$ cat src/rtl/risc_v_mike_mem_bus.sv
// Registered load/store bus controller: decodes a request to one of NUM_REGIONS targets, waits for its ack, returns one response.
// Optional feature macro MEM_BUS_TIMEOUT_EN enables the ACCESS wait-state timeout counter and timeout error.
module risc_v_mike_mem_bus #(
  parameter int NUM_REGIONS = 4,
  parameter int ADDR_W = 32,
  parameter int DATA_W = 32,
  parameter logic [NUM_REGIONS*ADDR_W-1:0] REGION_BASE =
    {32'hFFFF0000, 32'h00400000, 32'h7FFF0000, 32'h10010000},
  parameter logic [NUM_REGIONS*ADDR_W-1:0] REGION_MASK =
    {32'hFFFFFF00, 32'hFFC00000, 32'hFFFF0000, 32'hFFFF0000},
  parameter int TIMEOUT_CYCLES = 16
) (
  input  logic                          clk,
  input  logic                          rst,
  input  logic                          m_req,
  input  logic                          m_we,
  input  logic [ADDR_W-1:0]             m_addr,
  input  logic [DATA_W-1:0]             m_wdata,
  input  logic [DATA_W/8-1:0]           m_be,
  output logic                          m_ready,
  output logic                          m_rsp_valid,
  output logic [DATA_W-1:0]             m_rdata,
  output logic                          m_err,
  output logic [NUM_REGIONS-1:0]        t_sel,
  output logic                          t_we,
  output logic [ADDR_W-1:0]             t_addr,
  output logic [DATA_W-1:0]             t_wdata,
  output logic [DATA_W/8-1:0]           t_be,
  input  logic [NUM_REGIONS-1:0]        t_ack,
  input  logic [NUM_REGIONS*DATA_W-1:0] t_rdata
);

  localparam int BE_W = DATA_W / 8;
  localparam logic [ADDR_W-1:0] ALIGN_MASK = ADDR_W'(BE_W - 1);

  typedef enum logic [1:0] {
    ST_IDLE   = 2'd0,
    ST_ACCESS = 2'd1,
    ST_RESP   = 2'd2
  } state_t;

  state_t                   state_r;
  state_t                   next_state_s;
  logic [NUM_REGIONS-1:0]   hit_s;
  logic [NUM_REGIONS-1:0]   hit_sel_s;
  logic                     dec_err_s;
  logic                     ack_s;
  logic                     timeout_s;
  logic [DATA_W-1:0]        sel_rdata_s;

  logic                     m_ready_r;
  logic                     m_rsp_valid_r;
  logic [DATA_W-1:0]        m_rdata_r;
  logic                     m_err_r;
  logic [NUM_REGIONS-1:0]   t_sel_r;
  logic                     t_we_r;
  logic [ADDR_W-1:0]        t_addr_r;
  logic [DATA_W-1:0]        t_wdata_r;
  logic [BE_W-1:0]          t_be_r;

  for (genvar i = 0; i < NUM_REGIONS; i++) begin : g_hit
    assign hit_s[i] = ((m_addr & REGION_MASK[i*ADDR_W +: ADDR_W]) == REGION_BASE[i*ADDR_W +: ADDR_W]);
  end

  // Isolate the lowest set hit bit so index 0 has the highest priority.
  assign hit_sel_s = hit_s & (~hit_s + NUM_REGIONS'(1));
  assign dec_err_s = (hit_s == {NUM_REGIONS{1'b0}}) || ((m_addr & ALIGN_MASK) != {ADDR_W{1'b0}});
  assign ack_s     = |(t_ack & t_sel_r);

  // Select the read data of the currently addressed target.
  always_comb begin
    sel_rdata_s = {DATA_W{1'b0}};
    for (int i = 0; i < NUM_REGIONS; i++) begin
      sel_rdata_s = sel_rdata_s | (t_rdata[i*DATA_W +: DATA_W] & {DATA_W{t_sel_r[i]}});
    end
  end

`ifdef MEM_BUS_TIMEOUT_EN
  localparam int CNT_W = $clog2(TIMEOUT_CYCLES + 1);
  localparam logic [CNT_W-1:0] CNT_MAX  = {CNT_W{1'b1}};
  localparam logic [CNT_W-1:0] CNT_LAST = CNT_W'(TIMEOUT_CYCLES - 1);

  logic [CNT_W-1:0] wait_cnt_r;

  // Saturating count of ACCESS cycles spent without an ack.
  always_ff @(posedge clk or posedge rst) begin
    if (rst) begin
      wait_cnt_r <= {CNT_W{1'b0}};
    end else if (state_r != ST_ACCESS) begin
      wait_cnt_r <= {CNT_W{1'b0}};
    end else if (!ack_s && (wait_cnt_r != CNT_MAX)) begin
      wait_cnt_r <= wait_cnt_r + CNT_W'(1);
    end else begin
      wait_cnt_r <= wait_cnt_r;
    end
  end

  assign timeout_s = (wait_cnt_r == CNT_LAST);
`else
  assign timeout_s = 1'b0;
`endif

  // FSM state register.
  always_ff @(posedge clk or posedge rst) begin
    if (rst) begin
      state_r <= ST_IDLE;
    end else begin
      state_r <= next_state_s;
    end
  end

  // Next-state logic; an ack in the timeout cycle still completes normally.
  always_comb begin
    next_state_s = state_r;
    case (state_r)
      ST_IDLE: begin
        if (m_req) begin
          next_state_s = dec_err_s ? ST_RESP : ST_ACCESS;
        end else begin
          next_state_s = ST_IDLE;
        end
      end
      ST_ACCESS: begin
        if (ack_s || timeout_s) begin
          next_state_s = ST_RESP;
        end else begin
          next_state_s = ST_ACCESS;
        end
      end
      ST_RESP: next_state_s = ST_IDLE;
      default: next_state_s = ST_IDLE;
    endcase
  end

  // Registered request latch, target select and response outputs.
  always_ff @(posedge clk or posedge rst) begin
    if (rst) begin
      m_ready_r     <= 1'b0;
      m_rsp_valid_r <= 1'b0;
      m_rdata_r     <= {DATA_W{1'b0}};
      m_err_r       <= 1'b0;
      t_sel_r       <= {NUM_REGIONS{1'b0}};
      t_we_r        <= 1'b0;
      t_addr_r      <= {ADDR_W{1'b0}};
      t_wdata_r     <= {DATA_W{1'b0}};
      t_be_r        <= {BE_W{1'b0}};
    end else begin
      m_ready_r     <= (next_state_s == ST_IDLE);
      m_rsp_valid_r <= 1'b0;
      case (state_r)
        ST_IDLE: begin
          if (m_req) begin
            t_we_r    <= m_we;
            t_addr_r  <= m_addr;
            t_wdata_r <= m_wdata;
            t_be_r    <= m_be;
            if (dec_err_s) begin
              t_sel_r       <= {NUM_REGIONS{1'b0}};
              m_rsp_valid_r <= 1'b1;
              m_rdata_r     <= {DATA_W{1'b0}};
              m_err_r       <= 1'b1;
            end else begin
              t_sel_r <= hit_sel_s;
            end
          end else begin
            t_sel_r <= {NUM_REGIONS{1'b0}};
          end
        end
        ST_ACCESS: begin
          if (ack_s) begin
            t_sel_r       <= {NUM_REGIONS{1'b0}};
            m_rsp_valid_r <= 1'b1;
            m_rdata_r     <= t_we_r ? {DATA_W{1'b0}} : sel_rdata_s;
            m_err_r       <= 1'b0;
          end else if (timeout_s) begin
            t_sel_r       <= {NUM_REGIONS{1'b0}};
            m_rsp_valid_r <= 1'b1;
            m_rdata_r     <= {DATA_W{1'b0}};
            m_err_r       <= 1'b1;
          end else begin
            t_sel_r <= t_sel_r;
          end
        end
        ST_RESP: t_sel_r <= {NUM_REGIONS{1'b0}};
        default: t_sel_r <= {NUM_REGIONS{1'b0}};
      endcase
    end
  end

  assign m_ready     = m_ready_r;
  assign m_rsp_valid = m_rsp_valid_r;
  assign m_rdata     = m_rdata_r;
  assign m_err       = m_err_r;
  assign t_sel       = t_sel_r;
  assign t_we        = t_we_r;
  assign t_addr      = t_addr_r;
  assign t_wdata     = t_wdata_r;
  assign t_be        = t_be_r;

endmodule

$ cat config.mk
export PLATFORM = sky130hd
export DESIGN_NAME = risc_v_mike_mem_bus
export DESIGN_NICKNAME = d
export VERILOG_FILES = /design/src/rtl/risc_v_mike_mem_bus.sv
export SDC_FILE = /design/constraint.sdc
export NUM_CORES = 1
export LEC_CHECK = 0
export ABC_AREA = 1
export CORE_ASPECT_RATIO = 1.4
export CORE_UTILIZATION = 34
export DETAILED_ROUTE_END_ITERATION = 7
export PLACE_DENSITY_LB_ADDON = 0.3
export SLEW_MARGIN = 20
export SYNTH_ARGS = -nofsm -noshare
export SYNTH_HDL_FRONTEND = slang
export SYNTH_SLANG_ARGS = --single-unit
$ cat constraint.sdc
create_clock -name clk -period 3.24 [get_ports clk]
set_input_delay 0.648 -clock clk [delete_from_list [all_inputs] [get_ports clk]]
set_output_delay 0.648 -clock clk [all_outputs]
set_load 0.02 [all_outputs]
==> metrics.md <==
| Metric | Value |
|---|---|
| Vias in the first global route | `~5,400` |
| Area leader, netlist | `dfrtp_1` |
| CTS tree | `done` |
| P_sw | `0.00203 W` |
| Most common cell after layout, fill and taps aside | `clkdlybuf4s50_1` |
| Post-Layout Cell Count | `1,136` |
| Measured slew at the worst slew-check pin | `~0.8 ns` |
| Post-CTS Resized | `0` |
| FMAX | `approximately 400 MHz` |
| Mapped Nets | `roughly 850` |
| Post-Place Setup Slack | `~0.36 ns` |
| Power Internal | `between 0.003 and 0.004 W` |
| Critical path's largest stage delay | `roughly 0.59 ns` |
| First-pass GRT wire length | `between 20,000 and 30,000 um` |
| Initial antenna violation count | `0` |
| Dpl hpwl | `13,200 um` |
| Setup TNS | `0 ns` |
| Area added between synthesis and finish | `68.3%` |
| DR WL/cell | `15.7 um` |
| Most frequent cells in the layout | `clkdlybuf4s50_1, nand2_1, dfrtp_1` |
| Port Buf Inserts | `between 300 and 400` |
| H-tree lvl count | `3` |
| # diodes | `0` |
| Worst setup SP type | `input port` |
| Status | `completed` |
| Hold_sp | `t_wdata[16]` |
| Worst reg2reg path endpoint | `m_rdata[22]` |
| Data required, critical path | `roughly 3.5 ns` |
| Via count | `5,439` |
| Critical path, cell by cell | `clkdlybuf4s50_1 > nand2_1 > nor2_1 > nand2_1 > nor2_2 > nor2_1 > nand3_2 > nand2_2 > nand2_4 > nand2_4 > nand2_1 > nand2_1` |
| Largest family of logic cells by synthesized area | `simple AND/OR/NAND/NOR gates` |
| Simple-Gate Fraction of Synth Area | `roughly 29%` |
| Dpl cells | `1,120` |
| Core ar. | `about 15,000 sq um` |
| Post-Synth XOR/XNOR Area | `0%` |
| Die footprint | `16,000 sq um` |
| Clock transition at path regs | `around 0.080 ns` |
| Synth warn | `0` |
| Clock latency on the worst-skew pair | `around 0.35 ns` |
| Seq pwr share | `a little over a third` |
| Rows | `53` |
| Static Leak | `between 4 and 5 nW` |
| DRT iter0 DRCs | `268` |
| Syn avg cell area | `slightly above 8 sq um` |
| Combinational power share | `42.6%` |
| Number of primary I/O pins | `between 300 and 400` |
| Most frequent CP cell | `nand2_1` |
| Max VDD drop | `466 uV` |
| Synth Area in Adders | `0%` |
| Netlist cell types | `22` |
| Ranking of synthesized cells by area | `dfrtp_1, nand2_1, a22o_1, a221oi_1, nor2_1` |
| DR vias/cell | `4.79` |
| Antenna Violating Nets Remaining | `0` |
| Period utilization | `76.9%` |
| Hold Fails Final Rpt | `0` |
| Mapped Area | `5250 sq um` |
| Nets@finish | `about 1,100` |
| Reg-to-Reg Start | `m_rsp_valid` |
| PD cells | `slightly above 600 nW/um^2` |
| Routability-driven placement congestion ratio | `around 0.75` |
| GRT Util Overall | `22.1%` |
| Flops & latches, synth | `109` |
| Relative slew margins | `around 46%` |
| Hold-fix buffers, CTS | `0` |
| Fraction of synthesized area in multiplexers | `0%` |
| Top cell type's share of synthesized area | `51.9%` |
| Minimum clock period | `approximately 2.5 ns` |
| DRC Markers | `0` |
| R2R depth | `7` |
| Share of cells above drive strength 1 | `4.13%` |
| Detailed Route WL | `between 15,000 and 20,000 um` |
| CTS Root Cell | `clkbuf_16` |
| Die Height | `149 um` |
| Num CTS Buffers | `9` |
| Hold depth | `2` |
| Clock Path Buffers | `2` |
| Final setup viols | `0` |
| Initial Util | `between 30% and 40%` |
| Worst Path Class, Setup | `input port to flip-flop` |
| Crit end category | `flip-flop` |
| Slowest stage cell, crit path | `clkdlybuf4s50_1` |
| Fillcell total | `1,379` |
| Reg-to-reg slack, setup | `1.20 ns` |
| Final Max Slew Viols | `0` |
| Post-synthesis sequential area ratio | `between 50% and 60%` |
| GR Overflow Total | `0` |
| Max cap viols | `0` |
| Die span in x | `~110 um` |
| Drt pass-1 iters | `4` |
| Switching fraction of total power | `between 30% and 40%` |
| WP data arrival | `approximately 2.7 ns` |
| CTS sink count | `roughly 110` |
| RSZ-0062 raised after global routing | `no` |
| Hold Path End | `t_wdata[16]` |
| Min-delay worst type | `flip-flop to flip-flop` |
| Cells after synthesis | `about 650` |
| Post-CTS Setup Bufs | `0` |
| Final WS setup | `around 0.75 ns` |
| Worst Path Max Fanout | `34` |
| Clk_skew | `between 0.008 and 0.009 ns` |
| Clock power frac | `a little over a fifth` |
| Pin count of the biggest net entering global routing | `86` |
| Synth Area in Compound Gates | `around 13%` |
-- flip-flops by register name (all words and copies together) (netlist names) --
name         cells
m_err            1
m_rdata         32
m_ready          1
m_rsp_valid      1
state_r          1
t_addr          32
t_be             4
t_sel            4
t_wdata         32
t_we             1
-- kinds of logic after synthesis --
group                  count (synthesis)
flip-flops                           109
AO/OA/AOI/OAI                         85
AND/OR/NAND/NOR                      384
buffers and inverters                 70
-- power by group through the flow --
| stage | logic [W] | registers (W) | clock network, W |
|---|---|---|---|
| floorplan | 0.000701 | 0.00239 | 0 |
| global placement | 0.00232 | 0.00194 | 0 |
| detailed placement | 0.00234 | 0.00195 | 0 |
| CTS | 0.00235 | 0.00193 | 0.00122 |
| global route | 0.00250 | 0.00198 | 0.00126 |
| finish | 0.00231 | 0.00193 | 0.00117 |
-- final cells by class --
type / count / area, sq um / area share [%]
timing repair buffer: 324 / 3240 / 36.6
sequential: 109 / 2730 / 30.8
multi-input combinational: 469 / 2220 / 25.1
tap: 192 / 240 / 2.72
clock buffer: 9 / 225 / 2.55
inverter: 26 / 101 / 1.15
clock inverter: 7 / 91.3 / 1.03
-- synth_stat cells, drive strengths merged --
master	number
nor2	61
nand2	273
a22o	34
dfrtp	109
o21bai	1
o21ai	17
nand4	8
or2	1
clkbuf	29
inv	26
a221oi	32
nand3	40
nor3	1
buf	15
a21oi	1
-- stage by stage --
stage	util (%)	hold slack (ns)	power (W)	instance area [sq um]
after floorplan	-	0.531	0.00309	5260
after global placement	56.6	0.462	0.00426	8530
after detailed placement	56.6	0.465	0.00429	8530
after CTS	58.7	0.486	0.00550	8840
after global routing	58.7	0.509	0.00575	8840
final	58.7	0.480	0.00541	8840
-- worst max path at each step --
stage,slack (ns),startpoint,endpoint,cells past startpoint
after CTS,0.75,m_addr[25],m_rdata[22],12
after global placement,0.42,m_addr[25],m_rdata[27],12
after floorplan,1.28,rst,m_err,1
after detailed placement,0.36,m_addr[25],m_rdata[26],12
after global routing,0.49,m_addr[28],m_rdata[24],13
final,0.75,m_addr[28],m_rdata[23],12
-- routing by layer --
layer  track usage [%]  wire [um]  vias up
met5                 0          0        -
met4              6.92        307        0
met3              4.67       1200       21
met2              40.7       9390      180
met1              25.1       6930     2524
li1                  -          -     2714
-- worst max-delay path: cells and delay by family --
family	cells	cell delay [ns]
buffers and inverters	1	0.59
AND/OR/NAND/NOR	11	1.44
Power figures use the tool's default switching activity.
